## src/rtl/div_pkg.sv

```systemverilog
// Shared definitions for the sequential divider: state encoding, default width
// and the iteration counter width.
package div_pkg;

  localparam int DEFAULT_WIDTH = 32;

  typedef enum logic [1:0] {
    IDLE = 2'd0,
    RUN  = 2'd1,
    DONE = 2'd2
  } state_t;

  // The counter must be able to hold WIDTH itself, not just WIDTH-1.
  function automatic int cnt_width(input int width);
    return $clog2(width) + 1;
  endfunction

endpackage

```

## src/rtl/div_step.sv

```systemverilog
// One restoring division iteration: shift in the next dividend bit, trial
// subtract the divisor, keep the difference when it did not go negative.
module div_step #(
  parameter int WIDTH = div_pkg::DEFAULT_WIDTH
) (
  input  logic [WIDTH:0]   rem_in,
  input  logic             dvd_bit,
  input  logic [WIDTH-1:0] divisor,
  output logic [WIDTH:0]   rem_out,
  output logic             q_bit
);

  logic [WIDTH+1:0] trial;
  logic [WIDTH+1:0] dvs_ext;

  assign trial   = {rem_in, dvd_bit};
  assign dvs_ext = {2'b00, divisor};
  assign q_bit   = (trial >= dvs_ext);
  assign rem_out = q_bit ? (WIDTH+1)'(trial - dvs_ext) : trial[WIDTH:0];

endmodule

```

## src/rtl/seq_divider.sv

```systemverilog
// Sequential restoring divider, one quotient bit per cycle.
// Signed operation is enabled by defining SEQ_DIVIDER_SIGNED_EN.
module seq_divider
  import div_pkg::*;
#(
  parameter int WIDTH = DEFAULT_WIDTH
) (
  input  logic             CLK,
  input  logic             RST_N,
  input  logic             Start,
  input  logic [WIDTH-1:0] Dividend,
  input  logic [WIDTH-1:0] Divisor,
`ifdef SEQ_DIVIDER_SIGNED_EN
  input  logic             Signed,
`endif
  output logic             Busy,
  output logic             Done,
  output logic [WIDTH-1:0] Quotient,
  output logic [WIDTH-1:0] Remainder,
  output logic             DivByZero,
  output logic [1:0]       state_dbg
);

  localparam int CNT_W = cnt_width(WIDTH);

  state_t             state_q, state_d;
  logic               accept;
  logic               run_last;
  logic [WIDTH-1:0]   dvd_q, dvs_q;
  logic [WIDTH:0]     rem_q, rem_next;
  logic               q_bit;
  logic [CNT_W-1:0]   cnt_q;
  logic               neg_quot_q, neg_rem_q, neg_quot_d, neg_rem_d;
  logic [WIDTH-1:0]   dvd_mag, dvs_mag;

  // Start is a request sampled only outside RUN; Busy is high for the WIDTH+1
  // RUN cycles after acceptance; Done is a single-cycle pulse with results valid.
  assign accept    = Start && (state_q != RUN);
  assign run_last  = (state_q == RUN) && (cnt_q == CNT_W'(WIDTH));
  assign Busy      = (state_q == RUN);
  assign Done      = (state_q == DONE);
  assign state_dbg = state_q;

  always_comb begin
    dvd_mag    = Dividend;
    dvs_mag    = Divisor;
    neg_quot_d = 1'b0;
    neg_rem_d  = 1'b0;
`ifdef SEQ_DIVIDER_SIGNED_EN
    if (Signed) begin
      if (Dividend[WIDTH-1]) dvd_mag = -Dividend;
      if (Divisor[WIDTH-1])  dvs_mag = -Divisor;
      neg_rem_d  = Dividend[WIDTH-1];
      neg_quot_d = (Dividend[WIDTH-1] ^ Divisor[WIDTH-1]) && (Divisor != '0);
    end
`endif
  end

  always_comb begin
    state_d = state_q;
    case (state_q)
      IDLE:    if (Start) state_d = RUN;
      RUN:     if (cnt_q == CNT_W'(WIDTH)) state_d = DONE;
      DONE:    state_d = Start ? RUN : IDLE;
      default: state_d = IDLE;
    endcase
  end

  always_ff @(posedge CLK or negedge RST_N) begin
    if (!RST_N) state_q <= IDLE;
    else        state_q <= state_d;
  end

  div_step #(.WIDTH(WIDTH)) u_step (
    .rem_in  (rem_q),
    .dvd_bit (dvd_q[WIDTH-1]),
    .divisor (dvs_q),
    .rem_out (rem_next),
    .q_bit   (q_bit)
  );

  // dvd_q shifts the dividend out of its MSB while quotient bits enter at the LSB.
  always_ff @(posedge CLK or negedge RST_N) begin
    if (!RST_N) begin
      dvd_q      <= '0;
      dvs_q      <= '0;
      rem_q      <= '0;
      cnt_q      <= '0;
      neg_quot_q <= 1'b0;
      neg_rem_q  <= 1'b0;
      Quotient   <= '0;
      Remainder  <= '0;
      DivByZero  <= 1'b0;
    end else if (accept) begin
      dvd_q      <= dvd_mag;
      dvs_q      <= dvs_mag;
      rem_q      <= '0;
      cnt_q      <= '0;
      neg_quot_q <= neg_quot_d;
      neg_rem_q  <= neg_rem_d;
    end else if (run_last) begin
      Quotient  <= neg_quot_q ? -dvd_q : dvd_q;
      Remainder <= neg_rem_q ? -rem_q[WIDTH-1:0] : rem_q[WIDTH-1:0];
      DivByZero <= (dvs_q == '0);
    end else if (state_q == RUN) begin
      dvd_q <= {dvd_q[WIDTH-2:0], q_bit};
      rem_q <= rem_next;
      cnt_q <= cnt_q + 1'b1;
    end
  end

endmodule

```

## config.mk

```make
export PLATFORM = sky130hd
export DESIGN_NAME = seq_divider
export DESIGN_NICKNAME = d
export VERILOG_FILES = /design/src/rtl/div_pkg.sv /design/src/rtl/div_step.sv /design/src/rtl/seq_divider.sv
export SDC_FILE = /design/constraint.sdc
export NUM_CORES = 1
export LEC_CHECK = 0
export CORE_UTILIZATION = 25
export DETAILED_ROUTE_END_ITERATION = 16
export SYNTH_ARGS = -nofsm -noshare
export SYNTH_HDL_FRONTEND = slang
export SYNTH_SLANG_ARGS = --single-unit
```

## constraint.sdc

```tcl
create_clock -name CLK -period 3.2 [get_ports CLK]
set_input_delay 0.8 -clock CLK [delete_from_list [all_inputs] [get_ports CLK]]
set_output_delay 0.8 -clock CLK [all_outputs]
set_load 0.03 [all_outputs]
```

==> flow_summary.toml, run 1 <==
[floorplanning]
core_um2 = 33870
die_area_um2 = 35540
fp.dieH_um = 188.5
die-width_um = 188.5
initial_core_utilization = 0.2568
top_level_ports = 136
rows = 67

[grt]
grt_pass1_vias = 7595
maximum_number_of_pins_on_one_net_before_global_route_repair = 100
antenna_violations_before_repair = 3
overflow = 0
gr_usage_total = 0.1464
grt_pass1_wl_mm = 41.08

[clock_network]
cts.sink_count = 170
tritoncts = "yes"
cts_buffer_depth = 2
cts.root.buffer_cell = "sky130_fd_sc_hd__clkbuf_16"
clock_latency_ns = 0.43
clkSlewWorstSetupHoldPaths_ns = 0.07
numCtsBuffers = 17
cts.htree.levels = 4

[place]
post_placement_cell_area_um2 = 10580
gp_routability_congestion = 0.8995
place.detailed.hpwl_mm = 17.44
port_buffers = 135
placed_cells = 1552

[logic_synthesis]
library_cells_used_by_synthesis = 62
synth.area.top_cells = "sky130_fd_sc_hd__dfrtp_1, sky130_fd_sc_hd__nand2_1, sky130_fd_sc_hd__ha_1, sky130_fd_sc_hd__o21ai_0, sky130_fd_sc_hd__a22oi_1"
synthDominantAreaCellType = "sky130_fd_sc_hd__dfrtp_1"
ys_dominant_reg_cell = "sky130_fd_sc_hd__dfrtp_1"
synth_seq_cells = 170
synth_enable_flop_cells = 0
synth.top_cell.area_share = 0.4891
postSynth.asyncResetShare = 1.000
postSynthCellCount = 1007
synth_area_um2 = 8698
yosysWarnings = 0
syn_nets = 1109
ys_seq_area_frac = 0.4891
syn_avg_cell_area_um2 = 8.638

[setup_path]
start_kind = "flop"
cp_data_required_time_ns = 3.52
timing.critical_path.max_delay_family = "compound AO/OA/AOI/OAI gates"
rr_endpoint = "rem_q[28]"
critPathSlowestCell = "sky130_fd_sc_hd__fa_1"
timing_worst_setup_path_type = "flop to flop"
slowest_delay_ns = 0.40
critical_path.cell_chain = "inv_1 -> ha_1 -> fa_1 -> nand2b_1 -> a21oi_1 -> nor2_1 -> o211ai_2 -> buf_4 -> a21boi_2 -> nor3_1 -> a31oi_1 -> mux2i_1 -> a221o_1"
critical_path_peak_fanout = 5
cp_num_buf_inv = 2
crit_path_end_kind = "flop"
timing.reg2reg.setup_slack_ns = 0.19
reg2regPathDepth = 13
critical_path.reg2reg.startpoint = "dvd_q[31]"
cp.arrival_ns = 3.33

[timing]
timing.setup.tns_ns = 0
finalCritPeriodShare = 0.9415
finalMaxSlewViolations = 0
max_slew_margin = 0.4555
finalHoldWorstSlack_ns = 0.2902
setup_viol = 0
timing.clock.skew_ns = 0.01215
achievable-frequency_ghz = 0.3319
rsz0062_at_grt = "false"
hold_violations = 0
worst_pin_slew_ns = 0.8167
timing.final.crit_period_ns = 3.013

[worst_hold_path]
worst_hold_path_type = "input pin to asynchronous set/reset pin"

[layout]
final_util = 0.3289
multiInputGateArea_um2 = 4063
layout_common_cells = "sky130_fd_sc_hd__nand2_1, sky130_fd_sc_hd__dfrtp_1, sky130_fd_sc_hd__clkdlybuf4s50_1"
sequential_cell_area_um2 = 4254
post_route_cells_drive_above_1_share = 0.05458
mostFrequentLayoutCell = "sky130_fd_sc_hd__nand2_1"
filler_cell_count = 3590
syn_to_final_growth_pct = 28.08
number_of_standard_cells_in_the_final_layout_excluding_fillers = 1585
fin_area_um2 = 11140
final_net_count = 1227

[route]
route.antenna.remaining_nets = 0
detail_route.vias_per_cell = 4.673
drc_errors = 0
detailed_route_via_count = 7407
detailedRoute.firstPassIterationCount = 5
initialDrtViolationCount = 525
wl_per_cell_um = 15.95
totalWireLength_mm = 25.29

[power]
power.share.combinational = 0.569
switching_share = 0.4509
cell_internal_pwr_mw = 7.534
pwr-share-clk = 0.145
netSwitchingPower_mw = 6.188
ir_worst_vdd_mv = 0.4786
power.share.sequential = 0.286
p_leak_nw = 5.103
pwr_density_cell_nw_per_um2 = 1232

[flow_run]
drv.max_cap_violation_count = 0

[run_status]
run_status = "finished, final reports clean"
-- per-stage QoR --
step,setup WS (ns),power (mW)
floorplan,0.5809,9.523
global placement,0.2187,11.58
detailed placement,0.1365,11.67
CTS,0.09997,13.77
global route,0.009087,14.96
finish,0.1870,13.72
-- cell usage after synthesis (8+ instances only) --
master	instances
sky130_fd_sc_hd__nand2_1	336
sky130_fd_sc_hd__dfrtp_1	170
sky130_fd_sc_hd__o21ai_0	83
sky130_fd_sc_hd__inv_1	45
sky130_fd_sc_hd__clkbuf_1	39
sky130_fd_sc_hd__a21oi_1	37
sky130_fd_sc_hd__ha_1	34
sky130_fd_sc_hd__a22oi_1	33
sky130_fd_sc_hd__nand3_1	33
sky130_fd_sc_hd__nor2_1	32
sky130_fd_sc_hd__xnor2_1	17
sky130_fd_sc_hd__xor2_1	14
sky130_fd_sc_hd__a21o_1	11
sky130_fd_sc_hd__nor4_1	11
sky130_fd_sc_hd__mux2i_1	10
sky130_fd_sc_hd__nand4_1	10
sky130_fd_sc_hd__o21ai_1	8
-- layer usage --
metal / global-route usage / share of wire / vias up
li1: - / - / 3623
met1: 0.1986 / 0.47 / 3544
met2: 0.2236 / 0.44 / 206
met3: 0.04656 / 0.075 / 30
met4: 0.03846 / 0.015 / 4
met5: 0 / 0.00091 / -
-- cells by family (layout without fill, tap and decap cells) --
family	after synthesis	count (layout)	share of synthesized area
AO/OA/AOI/OAI	216	216	0.1578
buffers and inverters	97	226	0.04675
AND/OR/NAND/NOR	448	448	0.2125
adder cells (fa/ha/maj)	35	35	0.05121
other	0	1	0
XOR/XNOR	31	31	0.03121
multiplexers	10	10	0.01151
flip-flops	170	170	0.4891
-- worst max path at each step --
stage | start | endpoint | slack [ns] | cells after the start
4_1_cts | dvd_q[31] | rem_q[26] | 0.1 | 12
3_5_place_dp | dvd_q[31] | rem_q[26] | 0.14 | 12
3_3_place_gp | dvd_q[31] | rem_q[17] | 0.22 | 12
5_1_grt | dvd_q[31] | rem_q[28] | 0.009 | 13
6_report | dvd_q[31] | rem_q[28] | 0.19 | 13
2_1_floorplan | dvs_q[0] | rem_q[14] | 0.58 | 12
-- sequential cells by signal, indices dropped and copies added, names as in the netlist --
signal,count
cnt_q,6
dvs_q,32
Quotient,32
state_dbg,2
DivByZero,1
rem_q,33
Remainder,32
dvd_q,32
-- power by group through the flow --
stage | clock network, mW | registers, mW | logic (mW)
floorplan | 0 | 4.34 | 5.19
global placement | 0 | 3.95 | 7.63
detailed placement | 0 | 3.96 | 7.72
CTS | 2.06 | 3.93 | 7.77
global route | 2.12 | 4.07 | 8.77
finish | 1.99 | 3.93 | 7.80
-- what timing repair did --
item / 4_1_cts / 5_1_grt
hold buffers: 0 / 0
buffers inserted: 0 / 2
setup endpoints to repair: 0 / 11
gates resized for setup: 0 / 1
-- layout make-up --
class | count | area share
inverters | 46 | 0.01550
well taps | 448 | 0.05031
multi-input cells | 740 | 0.3647
flip-flops and latches | 170 | 0.3819
clock buffers | 20 | 0.04009
repair buffers | 150 | 0.1386
diodes | 1 | 0.0002246
clock inverters | 10 | 0.008760
Power figures use the tool's default switching activity.
==> run 2: changes to the inputs <==
--- a/config.mk
+++ b/config.mk
@@ -7,2 +7,3 @@
 export LEC_CHECK = 0
+export CORE_ASPECT_RATIO = 0.75
 export CORE_UTILIZATION = 25
==> constraint.sdc (replaced) <==
create_clock -name CLK -period 3.2 [get_ports CLK]
set_input_delay 0.96 -clock CLK [delete_from_list [all_inputs] [get_ports CLK]]
set_output_delay 0.96 -clock CLK [all_outputs]
set_load 0.03 [all_outputs]
==> flow_summary.toml, run 2 (same netlist as run 1, synthesis figures left out) <==
[timing]
max_slew_margin = 0.4544
timing.final.crit_period_ns = 3.033
achievable-frequency_ghz = 0.3297
finalCritPeriodShare = 0.9478
hold_violations = 0
finalMaxSlewViolations = 0
worst_pin_slew_ns = 0.8110
timing.setup.tns_ns = 0
timing.clock.skew_ns = 0.02207
setup_viol = 0
rsz0062_at_grt = "false"

[setup_path]
slowest_delay_ns = 0.75
timing.reg2reg.setup_slack_ns = 0.17
cp.arrival_ns = 2.07
critical_path.reg2reg.startpoint = "dvs_q[0]"
start_kind = "flop"
critPathSlowestCell = "sky130_fd_sc_hd__clkdlybuf4s50_1"
rr_endpoint = "rem_q[16]"
timing_worst_setup_path_type = "flop to primary output"
critical_path.cell_chain = "nand2b_1 -> inv_1 -> clkdlybuf4s50_1"
critical_path_peak_fanout = 5
cp_data_required_time_ns = 2.24
crit_path_end_kind = "primary output"
reg2regPathDepth = 11

[route]
detail_route.vias_per_cell = 4.673
wl_per_cell_um = 15.95
route.antenna.remaining_nets = 0
detailed_route_via_count = 7434
initialDrtViolationCount = 521
drc_errors = 0
totalWireLength_mm = 25.38
detailedRoute.firstPassIterationCount = 5

[flow_run]
drv.max_cap_violation_count = 0

[layout]
regMostFlops = "rem_q"
mostFrequentLayoutCell = "sky130_fd_sc_hd__nand2_1"
final_net_count = 1228
syn_to_final_growth_pct = 28.18
largest_register_ff_count = 33
number_of_standard_cells_in_the_final_layout_excluding_fillers = 1591
post_route_cells_drive_above_1_share = 0.05882
layout_common_cells = "sky130_fd_sc_hd__nand2_1, sky130_fd_sc_hd__dfrtp_1, sky130_fd_sc_hd__clkdlybuf4s50_1"

[floorplanning]
die_area_um2 = 35550
top_level_ports = 136
rows = 58
fp.dieH_um = 163.5
core_um2 = 33890
initial_core_utilization = 0.2567
die-width_um = 217.4

[worst_hold_path]
worst_hold_path_type = "flop to flop"
worstHoldPathCells = 2
hold_path_startpoint = "Quotient[20]"
whs_endpoint = "Quotient[20]"

[clock_network]
post_cts_resized = 0
clkSlewWorstSetupHoldPaths_ns = 0.07
cts.htree.levels = 4
numCtsBuffers = 17
tritoncts = "yes"
setup_fix_buffers_added_after_clock_tree_synthesis = 0
cts.root.buffer_cell = "sky130_fd_sc_hd__clkbuf_16"
cts.sink_count = 170
cts_hold_buffers = 0
cts_buffer_depth = 2
clock_latency_ns = 0.45

[run_status]
run_status = "finished, final reports clean"

[place]
gp_routability_congestion = 0.8513
placed_cells = 1557
port_buffers = 135
place.detailed.hpwl_mm = 18.22

[grt]
maximum_number_of_pins_on_one_net_before_global_route_repair = 100
grt_pass1_vias = 7355
antenna_violations_before_repair = 1
overflow = 0
grt_pass1_wl_mm = 40.68
gr_usage_total = 0.1465

[power]
pwr_density_cell_nw_per_um2 = 1239
ir_worst_vdd_mv = 0.4172
p_leak_nw = 5.114
[run 2: final cells by class]
class / count / area (µm²)
Antenna cell: 2 / 5.005
Inverter: 46 / 172.7
Tap cell: 450 / 563.0
Clock buffer: 20 / 466.7
Clock inverter: 12 / 90.09
Multi-Input combinational cell: 740 / 4063
Sequential cell: 170 / 4254
Fill cell: 3551 / 22740
Timing Repair Buffer: 151 / 1535
[run 2: worst max-delay path, delay by kind of cell (launching register included)]
family | cells | cell delay, ns
buffers and inverters | 2 | 0.99
flip-flops | 1 | 0.41
AND/OR/NAND/NOR | 1 | 0.25
[run 2: worst max-delay path by stage]
stage,start,end,slack (ns),cells past startpoint
floorplan,dvs_q[0],rem_q[14],0.58,12
global placement,dvd_q[31],rem_q[32],0.31,13
detailed placement,dvs_q[0],rem_q[16],0.22,11
CTS,state_dbg[1],Busy,0.13,3
global route,dvs_q[0],rem_q[16],0.0009,11
finish,state_dbg[1],Busy,0.17,3
[run 2: per-layer routing]
metal	share of wire	wire length (µm)	global-route usage	up-vias
li1	-	-	-	3645
met1	0.49	12380	0.2075	3568
met2	0.44	11240	0.2207	203
met3	0.057	1453	0.03538	18
met4	0.012	301	0.04001	0
met5	0	0	0	-
[run 2: power breakdown]
part | internal (mW) | leakage [nW] | total (mW) | switching, mW
clock network | 1.06 | 0.269 | 1.98 | 0.922
registers | 3.17 | 2.13 | 3.96 | 0.790
logic | 3.27 | 2.71 | 7.87 | 4.60
total | 7.50 | 5.11 | 13.8 | 6.31
[run 2: per-stage QoR]
step	power [mW]	area, µm²	util	hold slack, ns	worst slack [ns]
floorplan	9.523	8698	-	0.4615	0.5809
global placement	11.71	10590	0.3124	0.4584	0.3108
detailed placement	11.80	10590	0.3124	0.4631	0.2172
CTS	13.87	11140	0.3288	0.4808	0.1289
global route	14.94	11150	0.3289	0.4982	0.0009257
finish	13.81	11150	0.3290	0.4712	0.1670
==> run 3: changes to the inputs <==
--- a/config.mk
+++ b/config.mk
@@ -10,2 +10,3 @@
 export DETAILED_ROUTE_END_ITERATION = 16
+export GPL_TIMING_DRIVEN = 0
 export SYNTH_ARGS = -nofsm -noshare
==> constraint.sdc (replaced) <==
create_clock -name CLK -period 3.2 [get_ports CLK]
set_input_delay 0.32 -clock CLK [delete_from_list [all_inputs] [get_ports CLK]]
set_output_delay 0.32 -clock CLK [all_outputs]
set_load 0.03 [all_outputs]
==> flow_summary.toml, run 3 (same netlist as run 1, synthesis figures left out) <==
[power]
p_leak_nw = 5.168
switching_share = 0.4526
power.share.sequential = 0.276
ir_worst_vdd_mv = 0.3880
pwr-share-clk = 0.157
power.share.combinational = 0.567
cell_internal_pwr_mw = 7.836
pwr_density_cell_nw_per_um2 = 1265
netSwitchingPower_mw = 6.480

[layout]
final_util = 0.3339
largest_register_ff_count = 33
layout_common_cells = "sky130_fd_sc_hd__nand2_1, sky130_fd_sc_hd__dfrtp_1, sky130_fd_sc_hd__clkdlybuf4s50_1"
syn_to_final_growth_pct = 30.11
sequential_cell_area_um2 = 4254
mostFrequentLayoutCell = "sky130_fd_sc_hd__nand2_1"
number_of_standard_cells_in_the_final_layout_excluding_fillers = 1628
regMostFlops = "rem_q"
filler_cell_count = 3529
fin_area_um2 = 11320
post_route_cells_drive_above_1_share = 0.05183
final_net_count = 1266
multiInputGateArea_um2 = 4055

[grt]
maximum_number_of_pins_on_one_net_before_global_route_repair = 88
grt_pass1_vias = 7572
antenna_violations_before_repair = 1
overflow = 0
grt_pass1_wl_mm = 42.97
gr_usage_total = 0.1578

[route]
route.antenna.remaining_nets = 0
detailed_route_via_count = 7745
drc_errors = 0
detailedRoute.firstPassIterationCount = 5
initialDrtViolationCount = 681
totalWireLength_mm = 27.51
detail_route.vias_per_cell = 4.757
wl_per_cell_um = 16.90

[clock_network]
tritoncts = "yes"
cts_buffer_depth = 2
cts.root.buffer_cell = "sky130_fd_sc_hd__clkbuf_16"
numCtsBuffers = 17
clock_latency_ns = 0.44
cts.htree.levels = 4
cts.sink_count = 170
clkSlewWorstSetupHoldPaths_ns = 0.07

[setup_path]
timing.critical_path.max_delay_family = "compound AO/OA/AOI/OAI gates"
critical_path_peak_fanout = 6
critical_path.cell_chain = "inv_1 -> ha_1 -> fa_1 -> nand2b_1 -> a21oi_1 -> nor2_1 -> o211ai_4 -> a21boi_2 -> nor3_1 -> a31oi_1 -> mux2i_1 -> a221o_1"
critPathSlowestCell = "sky130_fd_sc_hd__dfrtp_1"
start_kind = "flop"
crit_path_end_kind = "flop"
timing_worst_setup_path_type = "flop to flop"
cp_num_buf_inv = 1
cp_data_required_time_ns = 3.52
slowest_delay_ns = 0.42
cp.arrival_ns = 3.33

[timing]
finalMaxSlewViolations = 0
timing.clock.skew_ns = 0.01300
hold_violations = 0
worst_pin_slew_ns = 1.124
finalCritPeriodShare = 0.9437
timing.final.crit_period_ns = 3.020
max_slew_margin = 0.2476
rsz0062_at_grt = "false"
achievable-frequency_ghz = 0.3312
setup_viol = 0

[flow_run]
drv.max_cap_violation_count = 0

[floorplanning]
initial_core_utilization = 0.2567
top_level_ports = 136
rows = 58
fp.dieH_um = 163.5
die_area_um2 = 35550
core_um2 = 33890
die-width_um = 217.4

[place]
gp_routability_congestion = 0.8887
place.detailed.hpwl_mm = 20.50
placed_cells = 1593
port_buffers = 135
post_placement_cell_area_um2 = 10650

[run_status]
run_status = "finished, final reports clean"

[worst_hold_path]
worst_hold_path_type = "input pin to flop"
run 3: cell count changes in the layout (fill, tap and decap cells not counted), sizes merged:
| cell | change |
|---|---|
| diode | -1 |
| buf | -2 |
| clkinv | -4 |
| dlygate4sd3 | +1 |
| clkbuf | +38 |
| inv | +1 |
| bufinv | +4 |
run 3: final timing paths:
| check | start | end | slack, ns | cells past startpoint |
|---|---|---|---|---|
| max | dvd_q[31] | rem_q[28] | 0.18 | 12 |
| min | Divisor[0] | dvs_q[0] | 0.43 | 3 |
| max reg2reg | dvd_q[31] | rem_q[28] | 0.18 | 12 |
| min reg2reg | Quotient[20] | Quotient[20] | 0.47 | 2 |
| max in group asynchronous | RST_N | Quotient[7] | 1.85 | 3 |
| min in group asynchronous | RST_N | rem_q[7] | 0.50 | 2 |
run 3: metrics by stage:
| stage | setup TNS [ns] | setup slack [ns] | hold slack, ns | total power [mW] |
|---|---|---|---|---|
| after floorplan | 0 | 0.5809 | 0.02441 | 9.523 |
| after global placement | -929.68 | -5.490 | 0.4601 | 11.84 |
| after detailed placement | 0 | 0.08871 | 0.3749 | 11.94 |
| after CTS | 0 | 0.06925 | 0.4297 | 14.25 |
| after global routing | 0 | 0.003982 | 0.4309 | 15.47 |
| final | 0 | 0.1803 | 0.4339 | 14.32 |
run 3: per-layer routing:
metal	up-vias	wire (µm)	global-route usage
li1	3716	-	-
met3	35	1480	0.03836
met2	220	12180	0.2432
met5	-	0	0
met1	3774	13270	0.2185
met4	0	572	0.04417
run 3: cell type report:
class,instances,area share
inverters,46,0.01526
diodes,1,0.0002211
plain buffers,51,0.02067
clock buffers,19,0.03914
repair buffers,138,0.1238
flip-flops and latches,170,0.3759
multi-input cells,740,0.3583
clock inverters,13,0.01692
well taps,450,0.04975
run 3: repair_timing:
action / in CTS / in global routing
buffers inserted: 0 / 1
hold buffers: 1 / 0
setup endpoints to repair: 0 / 29
endpoints found under the hold margin: 83 / 0
resized for setup: 0 / 4
run 3: power by group through the flow:
stage | Sequential (mW) | Clock, mW | Combinational (mW)
after floorplan | 4.34 | 0 | 5.19
after global placement | 3.96 | 0 | 7.88
after detailed placement | 3.98 | 0 | 7.96
after CTS | 3.94 | 2.30 | 8.01
after global routing | 4.08 | 2.38 | 9.01
final | 3.95 | 2.25 | 8.12
run 3: worst reg2reg max path, delay by kind of cell (launching register included):
kind	cells	cell delay, ns
AOI/OAI and AO/OA	5	1.02
adders and majority gates	2	0.62
buffers and inverters	1	0.08
DFF	1	0.42
muxes	1	0.15
and+or+nand+nor	3	0.61
==> RTL change: new RTL, settings of run 2 <==
Register the input `Start` before use. The logic sees it one clock later. The other inputs are not delayed to match.
--- a/src/rtl/seq_divider.sv
+++ b/src/rtl/seq_divider.sv
@@ -25,2 +25,8 @@
 
+  logic Start_q;
+
+  always_ff @(posedge CLK) begin
+    Start_q <= Start;
+  end
+
   state_t             state_q, state_d;
@@ -37,3 +43,3 @@
   // RUN cycles after acceptance; Done is a single-cycle pulse with results valid.
-  assign accept    = Start && (state_q != RUN);
+  assign accept    = Start_q && (state_q != RUN);
   assign run_last  = (state_q == RUN) && (cnt_q == CNT_W'(WIDTH));
@@ -61,5 +67,5 @@
     case (state_q)
-      IDLE:    if (Start) state_d = RUN;
+      IDLE:    if (Start_q) state_d = RUN;
       RUN:     if (cnt_q == CNT_W'(WIDTH)) state_d = DONE;
-      DONE:    state_d = Start ? RUN : IDLE;
+      DONE:    state_d = Start_q ? RUN : IDLE;
       default: state_d = IDLE;
Check against the original RTL: not equivalent (Yosys sat finds a counterexample within 4 cycles, from zero or initial values and one cycle with RST_N low).
==> RTL change against run 2 <==
  * Wire length decreased by 0.45%
  * Core utilization is 0.27 points higher
  * Area after synthesis shrank 0.82%
  * Final area is 0.39% higher
  * Combinational power fell by 9.1%
  * Synthesized cell count decreased by 4.1%
  * Setup slack gained 0.047 ns
  * Power fell by 4.6%
  * Sequential cell count is 1 higher
  * Critical endpoint is now rem_q[23]$_DFFE_PN0P_
==> RTL change: results (changes against run 2) <==
YS warnings -> 0 (unchanged)
Diodes inserted -> 0 (-2)
Post-synth EDFFs -> 0 (unchanged)
Max-slew headroom -> 0.408 (-0.0467)
Vias -> 7253 (-2.4%)
Post-synth cell types -> 66 (+6.5%)
Dpl cell area -> 10600 um2 (-0.28%)
Post-place setup slack -> 0.130 ns (-0.0871 ns)
Clock Skew -> 0.0152 ns (-0.00691 ns)
Total track usage -> 0.149 (+0.00252)
Clock buffer depth -> 2 (unchanged)
Top post-synthesis cells by count -> nand2_1, dfrtp_1, o21ai_0, inv_1, a21oi_1
Clock Latency Late Sink -> 0.44 ns
Synth area leaders -> dfrtp_1, nand2_1, ha_1
Worst-path clk slew -> 0.08 ns
Register name with the most flops -> rem_q
TritonCTS buffer count -> 17 (unchanged)
Met2 Usage GRT -> 0.209 (-0.0112)
Hold WC Path Type -> input pin to asynchronous set/reset pin
RD Place Congestion -> 0.852 (about the same)
Share of cells above drive strength 1 -> 0.0641 (+0.00531)
# nets final -> 1196 (-2.6%)
Vias in the first global route -> 7264 (-1.2%)
Root Driver -> clkbuf_16
Initial antenna violation count -> 0 (-1)
Met3 wire length -> 1350 um (-7.0%)
Seq/Total Area, Yosys -> 0.495 (+0.00636)
Avg Synthesized Cell Area -> 8.93 um2 (+3.4%)
Post-synth top flop -> dfrtp_1
Peak supply drop -> 0.475 mV (+14%)
Syn_nets -> 1068 (-3.7%)
Outcome -> finished, final reports clean
Crit-path max FO -> 18 (+13)
Max_cap viols -> 0 (unchanged)
Largest net degree at the start of global routing -> 73 (-27%)
Postcts setup bufs -> 0 (unchanged)
GRT met3 Usage -> 0.0430 (+0.00757)
Routed WL -> 25300 um (-0.45%)
1st-iter DRT viols -> 397 (-24%)
Metal-1 WL -> 13400 um (+7.9%)
PortBufs -> 135 (unchanged)
Leakage Power -> 5.13 nW (+0.34%)
First-pass GRT wire length -> 41100 um (+0.93%)
Met1 GRT Util -> 0.221 (+0.0138)
Max reg flops -> 33 (unchanged)
H-tree depth -> 4 (unchanged)
Post-DP HPWL -> 18100 um (-0.88%)
WL met2 -> 10300 um (-8.1%)
Pre-antenna DRT Iters -> 4 (-1)
Worst EP arrival -> 3.34 ns (+1.27 ns)
Fraction of registers with async set/reset -> 0.994 (-0.00585)
Top Layer Used -> met4
## RTL change: cell types whose count changed in the layout (fill, tap and decap cells not counted), moves of 5 or more
cell,run 2,this run
a32oi_1,0,9
o21ai_0,83,77
inv_6,2,7
nor2_1,29,16
nand3_1,33,27
o21a_1,3,8
a21o_1,11,6
nand2_1,335,316
mux2i_1,10,17
o21ai_1,8,0
## RTL change: final timing paths
kind	startpoint	to	slack (ns)	cells after the start
min in group CLK	Quotient[30]$_DFFE_PN0P_	Quotient[30]$_DFFE_PN0P_	0.48	2
max reg2reg	dvd_q[31]$_DFFE_PN0P_	rem_q[23]$_DFFE_PN0P_	0.21	12
min	RST_N	rem_q[11]$_DFFE_PN0P_	0.48	1
max	dvd_q[31]$_DFFE_PN0P_	rem_q[23]$_DFFE_PN0P_	0.21	12
min reg2reg	Quotient[30]$_DFFE_PN0P_	Quotient[30]$_DFFE_PN0P_	0.48	2
max in group asynchronous	RST_N	dvd_q[26]$_DFFE_PN0P_	1.98	2
## RTL change: area by class of cell
type | count | area, um2
sequential | 171 | 4270
fill | 3520 | 22600
inverter | 43 | 161
multi-input combinational | 710 | 4040
timing repair buffer | 151 | 1530
tap | 450 | 563
clock buffer | 17 | 425
clock inverter | 15 | 201
## RTL change: report_power, final
group          leakage, nW  internal, mW  switching [mW]  total [mW]
logic                 2.66          2.94            4.21        7.15
registers             2.16          3.07           0.691        3.76
clock network        0.306          1.27           0.993        2.26
## RTL change: timing repair
action | in CTS | in global routing
endpoints found under the setup margin | 0 | 10
hold buffers | 0 | 0
resized for setup | 0 | 3
hold endpoints to repair | 0 | 0
## RTL change: cell families (layout without fill, tap and decap cells)
kind of cell	count (synthesis)	count (layout)	synth area share
buf+inv	85	226	0.0396
mux	18	18	0.0210
fa+ha+maj	35	35	0.0516
xor+xnor	26	26	0.0264
flops	171	171	0.495
simple gates	420	420	0.208
compound gates	211	211	0.158
## RTL change: metrics by stage
step | total power, mW | hold WS, ns | util | instances
2_1_floorplan | 8.87 | 0.462 | - | 966
3_3_place_gp | 10.8 | 0.460 | 0.313 | 1525
3_5_place_dp | 10.9 | 0.462 | 0.313 | 1525
4_1_cts | 13.2 | 0.481 | 0.331 | 1557
5_1_grt | 14.3 | 0.496 | 0.332 | 1557
6_report | 13.2 | 0.476 | 0.332 | 1557
## RTL change: critical path, cell delays in order (launching register included)
cell and delay [ns]:
dfrtp_1 0.37, inv_1 0.06, ha_1 0.20, fa_1 0.42, nor2b_1 0.17, o31a_1 0.23
o211a_1 0.23, nor3_4 0.08, a31o_1 0.25, buf_4 0.17, nand2_4 0.27, nand2_2 0.20
o21ai_0 0.25
